--- src/rtl/dec_level_arbiter.sv ---
// -----------------------------------------------------------------------------
// dec_level_arbiter
//   Round-robin arbiter that shares one sym4 8-tap fp32 filter pipeline among
//   N_REQ decomposition levels. Each level offers a two-sample pair. One pair
//   per cycle is issued into the shared pipeline together with a level tag.
//   The tag rides a fixed-latency shadow pipe alongside the filter. When the
//   result comes back, the tag at the tail of the shadow pipe selects the
//   level that receives it.
//
// Ports
//   i_clk_312_5      clock
//   i_rstn           async active-low reset
//   i_cfg_en         per-level enable; disabled levels are never granted
//   i_req_valid      per-level pair ready
//   i_req_x0/x1      per-level even/odd sample, level i at [i*DW +: DW]
//   o_req_ready      one-hot grant (transfer = valid & ready)
//   o_issue_valid    pair valid towards the shared pipeline
//   o_issue_x0/x1    issued even/odd sample
//   o_issue_tag      level index of the issued pair
//   i_pipe_res_valid result valid from the shared pipeline
//   i_pipe_res_data  filter result
//   o_res_valid      one-hot result strobe to the owning level
//   o_res_data       result sample
//   o_err_sticky     result/tag misalignment seen; cleared only by reset
// -----------------------------------------------------------------------------

// Per-level slice: eligibility and the registered result strobe.
module dec_level_lane #(
  parameter int TW   = 2,
  parameter int LANE = 0
) (
  input  logic          i_clk,
  input  logic          i_rstn,
  input  logic          i_req_valid,
  input  logic          i_cfg_en,
  input  logic          i_res_hit,
  input  logic [TW-1:0] i_res_tag,
  output logic          o_elig,
  output logic          o_res_valid
);
  logic r_res_valid;

  assign o_elig      = i_req_valid & i_cfg_en;
  assign o_res_valid = r_res_valid;

  always_ff @(posedge i_clk or negedge i_rstn) begin
    if (!i_rstn) r_res_valid <= 1'b0;
    else         r_res_valid <= i_res_hit && (i_res_tag == TW'(LANE));
  end
endmodule

module dec_level_arbiter #(
  parameter  int N_REQ    = 4,
  parameter  int DW       = 32,
  parameter  int PIPE_LAT = 12,
  localparam int TW       = $clog2(N_REQ)
) (
  input  logic                i_clk_312_5,
  input  logic                i_rstn,
  input  logic [N_REQ-1:0]    i_cfg_en,
  input  logic [N_REQ-1:0]    i_req_valid,
  input  logic [N_REQ*DW-1:0] i_req_x0,
  input  logic [N_REQ*DW-1:0] i_req_x1,
  output logic [N_REQ-1:0]    o_req_ready,
  output logic                o_issue_valid,
  output logic [DW-1:0]       o_issue_x0,
  output logic [DW-1:0]       o_issue_x1,
  output logic [TW-1:0]       o_issue_tag,
  input  logic                i_pipe_res_valid,
  input  logic [DW-1:0]       i_pipe_res_data,
  output logic [N_REQ-1:0]    o_res_valid,
  output logic [DW-1:0]       o_res_data,
  output logic                o_err_sticky
);

  // ---------------------------------------------------------------------------
  // Arbitration
  // ---------------------------------------------------------------------------
  logic [N_REQ-1:0] w_elig;
  logic [N_REQ-1:0] w_grant;
  logic [TW-1:0]    w_gidx;
  logic             w_found;
  logic             w_xfer;
  logic [TW-1:0]    w_ptr_nxt;
  logic [DW-1:0]    w_sel_x0;
  logic [DW-1:0]    w_sel_x1;
  logic [TW-1:0]    r_ptr;

  // Scan eligible levels starting at the pointer, wrapping modulo N_REQ.
  // N_REQ need not be a power of two, so the wrap is explicit.
  always_comb begin
    int            idx;
    logic [TW-1:0] idx_t;
    w_found = 1'b0;
    w_gidx  = '0;
    idx     = 0;
    idx_t   = '0;
    for (int k = 0; k < N_REQ; k++) begin
      idx   = (int'(r_ptr) + k) % N_REQ;
      idx_t = TW'(idx);
      if (!w_found && w_elig[idx_t]) begin
        w_found = 1'b1;
        w_gidx  = idx_t;
      end
    end
  end

  always_comb begin
    w_grant = '0;
    if (w_found) w_grant[w_gidx] = 1'b1;
  end

  // Ready is gated by reset so that no level sees a grant while held in reset.
  assign o_req_ready = w_grant & {N_REQ{i_rstn}};
  assign w_xfer      = |o_req_ready;
  assign w_ptr_nxt   = (w_gidx == TW'(N_REQ - 1)) ? '0 : w_gidx + TW'(1);
  assign w_sel_x0    = i_req_x0[int'(w_gidx)*DW +: DW];
  assign w_sel_x1    = i_req_x1[int'(w_gidx)*DW +: DW];

  // ---------------------------------------------------------------------------
  // Issue register: data/tag hold their last values when nothing is issued.
  // ---------------------------------------------------------------------------
  logic          r_issue_valid;
  logic [DW-1:0] r_issue_x0;
  logic [DW-1:0] r_issue_x1;
  logic [TW-1:0] r_issue_tag;

  always_ff @(posedge i_clk_312_5 or negedge i_rstn) begin
    if (!i_rstn) begin
      r_ptr         <= '0;
      r_issue_valid <= 1'b0;
      r_issue_x0    <= '0;
      r_issue_x1    <= '0;
      r_issue_tag   <= '0;
    end else begin
      r_issue_valid <= w_xfer;
      if (w_xfer) begin
        r_ptr       <= w_ptr_nxt;
        r_issue_x0  <= w_sel_x0;
        r_issue_x1  <= w_sel_x1;
        r_issue_tag <= w_gidx;
      end
    end
  end

  assign o_issue_valid = r_issue_valid;
  assign o_issue_x0    = r_issue_x0;
  assign o_issue_x1    = r_issue_x1;
  assign o_issue_tag   = r_issue_tag;

  // ---------------------------------------------------------------------------
  // Shadow pipe: PIPE_LAT stages of {valid, tag}. An issue visible in cycle T
  // reaches the tail in cycle T+PIPE_LAT, the same cycle as its filter result.
  // ---------------------------------------------------------------------------
  logic [PIPE_LAT-1:0]         r_sh_vld;
  logic [PIPE_LAT-1:0][TW-1:0] r_sh_tag;
  logic                        w_tail_vld;
  logic [TW-1:0]               w_tail_tag;

  always_ff @(posedge i_clk_312_5 or negedge i_rstn) begin
    if (!i_rstn) begin
      r_sh_vld <= '0;
      r_sh_tag <= '0;
    end else begin
      r_sh_vld <= {r_sh_vld[PIPE_LAT-2:0], r_issue_valid};
      r_sh_tag <= {r_sh_tag[PIPE_LAT-2:0], r_issue_tag};
    end
  end

  assign w_tail_vld = r_sh_vld[PIPE_LAT-1];
  assign w_tail_tag = r_sh_tag[PIPE_LAT-1];

  // ---------------------------------------------------------------------------
  // Result routing and misalignment detection. A result without a tail entry
  // (orphan) is dropped; a tail entry without a result produces no strobe.
  // ---------------------------------------------------------------------------
  logic          w_hit;
  logic [DW-1:0] r_res_data;
  logic          r_err;

  assign w_hit = i_pipe_res_valid & w_tail_vld;

  always_ff @(posedge i_clk_312_5 or negedge i_rstn) begin
    if (!i_rstn) begin
      r_res_data <= '0;
      r_err      <= 1'b0;
    end else begin
      if (w_hit) r_res_data <= i_pipe_res_data;
      if (i_pipe_res_valid != w_tail_vld) r_err <= 1'b1;
    end
  end

  assign o_res_data   = r_res_data;
  assign o_err_sticky = r_err;

  // ---------------------------------------------------------------------------
  // Per-level slices
  // ---------------------------------------------------------------------------
  for (genvar i = 0; i < N_REQ; i++) begin : g_lane
    dec_level_lane #(
      .TW   (TW),
      .LANE (i)
    ) u_lane (
      .i_clk       (i_clk_312_5),
      .i_rstn      (i_rstn),
      .i_req_valid (i_req_valid[i]),
      .i_cfg_en    (i_cfg_en[i]),
      .i_res_hit   (w_hit),
      .i_res_tag   (w_tail_tag),
      .o_elig      (w_elig[i]),
      .o_res_valid (o_res_valid[i])
    );
  end

endmodule

--- config.mk ---
export PLATFORM = sky130hd
export DESIGN_NAME = dec_level_arbiter
export DESIGN_NICKNAME = d
export VERILOG_FILES = /design/src/rtl/dec_level_arbiter.sv
export SDC_FILE = /design/constraint.sdc
export NUM_CORES = 1
export LEC_CHECK = 0
export BUFFER_PORTS_ARGS = -buffer_cell sky130_fd_sc_hd__buf_2
export CAP_MARGIN = 20
export CORE_MARGIN = 5
export CORE_UTILIZATION = 30
export CTS_BUF_LIST = sky130_fd_sc_hd__clkbuf_4
export DETAILED_ROUTE_END_ITERATION = 12
export GPL_TIMING_DRIVEN = 0
export HOLD_SLACK_MARGIN = 0.15
export PLACE_DENSITY = 0.66
export SLEW_MARGIN = 20
export SYNTH_ARGS = -nofsm -noshare
export SYNTH_HDL_FRONTEND = slang
export SYNTH_SLANG_ARGS = --single-unit
--- constraint.sdc ---
create_clock -name i_clk_312_5 -period 7.56 [get_ports i_clk_312_5]
set_input_delay 1.134 -clock i_clk_312_5 [delete_from_list [all_inputs] [get_ports i_clk_312_5]]
set_output_delay 1.134 -clock i_clk_312_5 [all_outputs]
set_load 0.005 [all_outputs]
==> run_results.csv <==
group,metric,value,unit
clocking,cts_resized,0,
synthesis,synth_area,6930,um2
worst_setup_path,timing.rr.end,"o_issue_x0[12]",
timing,setup_tns,0,ns
timing,hold_viol_final,0,
detailed_routing,initialDrtViolationCount,218,
synthesis,synth_compound_area_share,17.0,%
synthesis,synth_edf_count,0,
cells_and_area,fin_util,42.8,%
synthesis,yosysWarningCount,0,
synthesis,async_reset_ff_share,100,%
cells_and_area,layout.nets,1327,
synthesis,synth_mux_area_share,14.6,%
global_routing,grtUsageTotal,18.1,%
power_and_ir_drop,p_leak,4.84,nW
detailed_routing,vias,6451,
cells_and_area,drive_gt1_share,48.7,%
die,ios,407,
detailed_routing,ant_nets,0,
clocking,clock_latency,0.51,ns
clocking,h-tree-depth,4,
clocking,cts_hold_buf,0,
synthesis,synth_cell_type_count,37,
timing,rsz0062_at_grt,"false",
synthesis,synthCells,600,
clocking,root_buffer,"clkbuf_4",
timing,slew_headroom,45.9,%
global_routing,grt_pass1_vias,6665,
worst_setup_path,cp-start-kind,"input port",
global_routing,overflow,0,
worst_setup_path,crit_fanout,10,
placement,hpwl,19300,um
worst_setup_path,r2r-start,"r_ptr[0]",
detailed_routing,vias_per_cell,4.87,
synthesis,synth_nets,901,
placement,io_buffers,406,
worst_hold_path,hold_class,"flop to flop",
clocking,cts_setup_buffers,0,
synthesis,yosysTopAreaCell,"dfrtp_1",
worst_setup_path,crit_required,6.43,ns
worst_setup_path,crit_path_end_kind,"output pin",
timing,finalSetupViolations,0,
placement,place_inst,1292,
cells_and_area,final-instance-count-excl-fill,1324,
clocking,cts_buffers,17,
timing,hold_ws,0.339,ns
worst_setup_path,arrival,2.87,ns
cells_and_area,ff_latch_area,3550,um2
clocking,cts_tree,"yes",
power_and_ir_drop,powerDensity,291,nW/um2
timing,tightest_slew,0.812,ns
die,num_rows,55,
cells_and_area,syn2layout_area_growth,40.1,%
detailed_routing,firstDrtPassIters,4,
die,die_width,162,um
timing,post-route-min-period,4.01,ns
timing,drv_slew,0,
clocking,clkTransAtPathRegs,0.13,ns
timing,fmax,249,MHz
synthesis,ys_dominant_reg_cell,"dfrtp_1",
detailed_routing,post-route-drc-count,0,
synthesis,synth_top_cells_by_area,"dfrtp_1 (51%), mux2i_1 (9.2%), o221ai_1 (8.1%), o211ai_1 (6.9%), or3_1 (5.8%)",
worst_hold_path,worstHoldStart,"r_sh_vld[3]",
placement,gp_congestion,0.864,
clocking,clock_sinks,142,
worst_setup_path,worstRegToRegCells,10,
detailed_routing,drt-wirelength-per-cell,18.8,um
power_and_ir_drop,vdd_drop_max,0.122,mV
detailed_routing,drt-total-wl,24900,um
cells_and_area,n_fill_cell,2259,
global_routing,grt_pass1_wl,36800,um
synthesis,synth-adder-area-share,0.361,%
global_routing,grt_max_degree,97,
synthesis,synth_most_common_cell,"dfrtp_1",
synthesis,synth_common_cells,"dfrtp_1 (142), inv_1 (66)",
synthesis,synth_top_area_share,51.3,%
cells_and_area,multi_input_area,2790,um2
synthesis,synth-seq-cells,142,
die,core,22700,um2
synthesis,synth_top_family_by_area,"compound AO/OA/AOI/OAI gates",
clocking,cts.path.max_buffers,2,
timing,finClkSkew,0.0252,ns
synthesis,ys_seq_area_share,51.3,%
synthesis,synthSimpleGateAreaFrac,8.20,%
synthesis,synth-xor-area-share,0,%
die,die_area,26200,um2
worst_hold_path,min_to,"r_sh_vld[4]",
timing,fin_crit_sh,53.0,%
worst_setup_path,path_class,"input port to output pin",
global_routing,grt_antenna_before_repair,1,
worst_hold_path,worstHoldPathCells,0,
outcome,status,"finished, final reports clean",
synthesis,syn_avg_cell_area,11.5,um2
die,die_height,162,um
worst_setup_path,regToRegSetupSlack,4.29,ns
die,initial_utilization,30.5,%
job,max_cap_viol_count,0,
==> registers in the layout, indices dropped and copies added (netlist names), 2 cells and up <==
| signal | cells |
|---|---|
| g_lane.u_lane.o_res_valid | 4 |
| o_issue_tag | 2 |
| o_issue_x0 | 32 |
| o_issue_x1 | 32 |
| o_res_data | 32 |
| r_ptr | 2 |
| r_sh_tag | 22 |
| r_sh_vld | 12 |
| w_tail_tag | 2 |
==> stage by stage <==
step | power (mW) | cell area [um2] | worst slack, ns
6_report | 2.82 | 9710 | 3.55
4_1_cts | 2.87 | 9710 | 3.52
3_5_place_dp | 2.25 | 9350 | 3.44
2_1_floorplan | 1.73 | 6930 | 4.07
5_1_grt | 3.02 | 9710 | 3.42
3_3_place_gp | 2.23 | 9320 | 1.71
==> logic make-up (layout without fill, tap and decap cells) <==
logic type / after synthesis / after routing
compound gates: 144 / 144
fa+ha+maj: 2 / 2
buf+inv: 123 / 561
flops: 142 / 142
mux: 97 / 97
other cells: 0 / 1
simple gates: 92 / 92
==> cell type report <==
class | instances | share of cell area (%)
diodes | 1 | 0.0258
plain buffers | 56 | 3.48
clock buffers | 19 | 1.47
clock inverters | 12 | 2.16
inverters | 67 | 2.59
multi-input cells | 335 | 28.7
flip-flops and latches | 142 | 36.6
well taps | 285 | 3.67
repair buffers | 407 | 21.3
==> how the worst max path moves through the flow <==
stage / endpoint / from / depth (start not counted)
2_1_floorplan: o_req_ready[3] / i_cfg_en[0] / 7
3_3_place_gp: o_req_ready[2] / i_rstn / 6
3_5_place_dp: o_issue_x0[12] / i_cfg_en[0] / 11
4_1_cts: o_req_ready[3] / i_req_valid[0] / 9
5_1_grt: o_req_ready[3] / i_req_valid[0] / 9
6_report: o_req_ready[3] / i_req_valid[0] / 9
==> placed cells by master, fill, tap and decap left out, types with 2 or more instances in the layout <==
master,instances
and3_1,3
and2_1,2
o211ai_1,64
nand3b_1,4
mux2i_1,64
nand2_1,8
buf_4,10
dfrtp_1,142
clkbuf_1,23
buf_6,11
clkbuf_4,19
clkinv_4,3
a21o_1,2
buf_1,6
o221ai_1,64
inv_1,66
nor2_1,4
bufinv_16,5
a21oi_1,4
a41o_1,2
ha_1,2
buf_2,411
o21a_1,2
or3_1,64
inv_6,3
mux2_2,32
==> critical path, stage by stage <==
cell and delay (ns):
buf_2 0.12, nor4bb_2 0.18, a41o_1 0.25, nor2_2 0.21, buf_4 0.27, buf_2 0.26, ha_1 0.20, and2_1 0.14
buf_2 0.12
==> routing by layer <==
| metal | part of all wire [%] | wire length, um | GRT usage [%] |
|---|---|---|---|
| met1 | 40 | 10100 | 21.9 |
| met2 | 49 | 12100 | 31.1 |
| met4 | 2.9 | 728 | 7.04 |
| met3 | 7.8 | 1940 | 4.69 |
| met5 | 0 | 0 | 0 |
==> power breakdown <==
part | switching, mW | internal [mW]
clock | 0.299 | 0.307
combinational | 0.514 | 0.507
sequential | 0.138 | 1.06
Power figures use the tool's default switching activity.
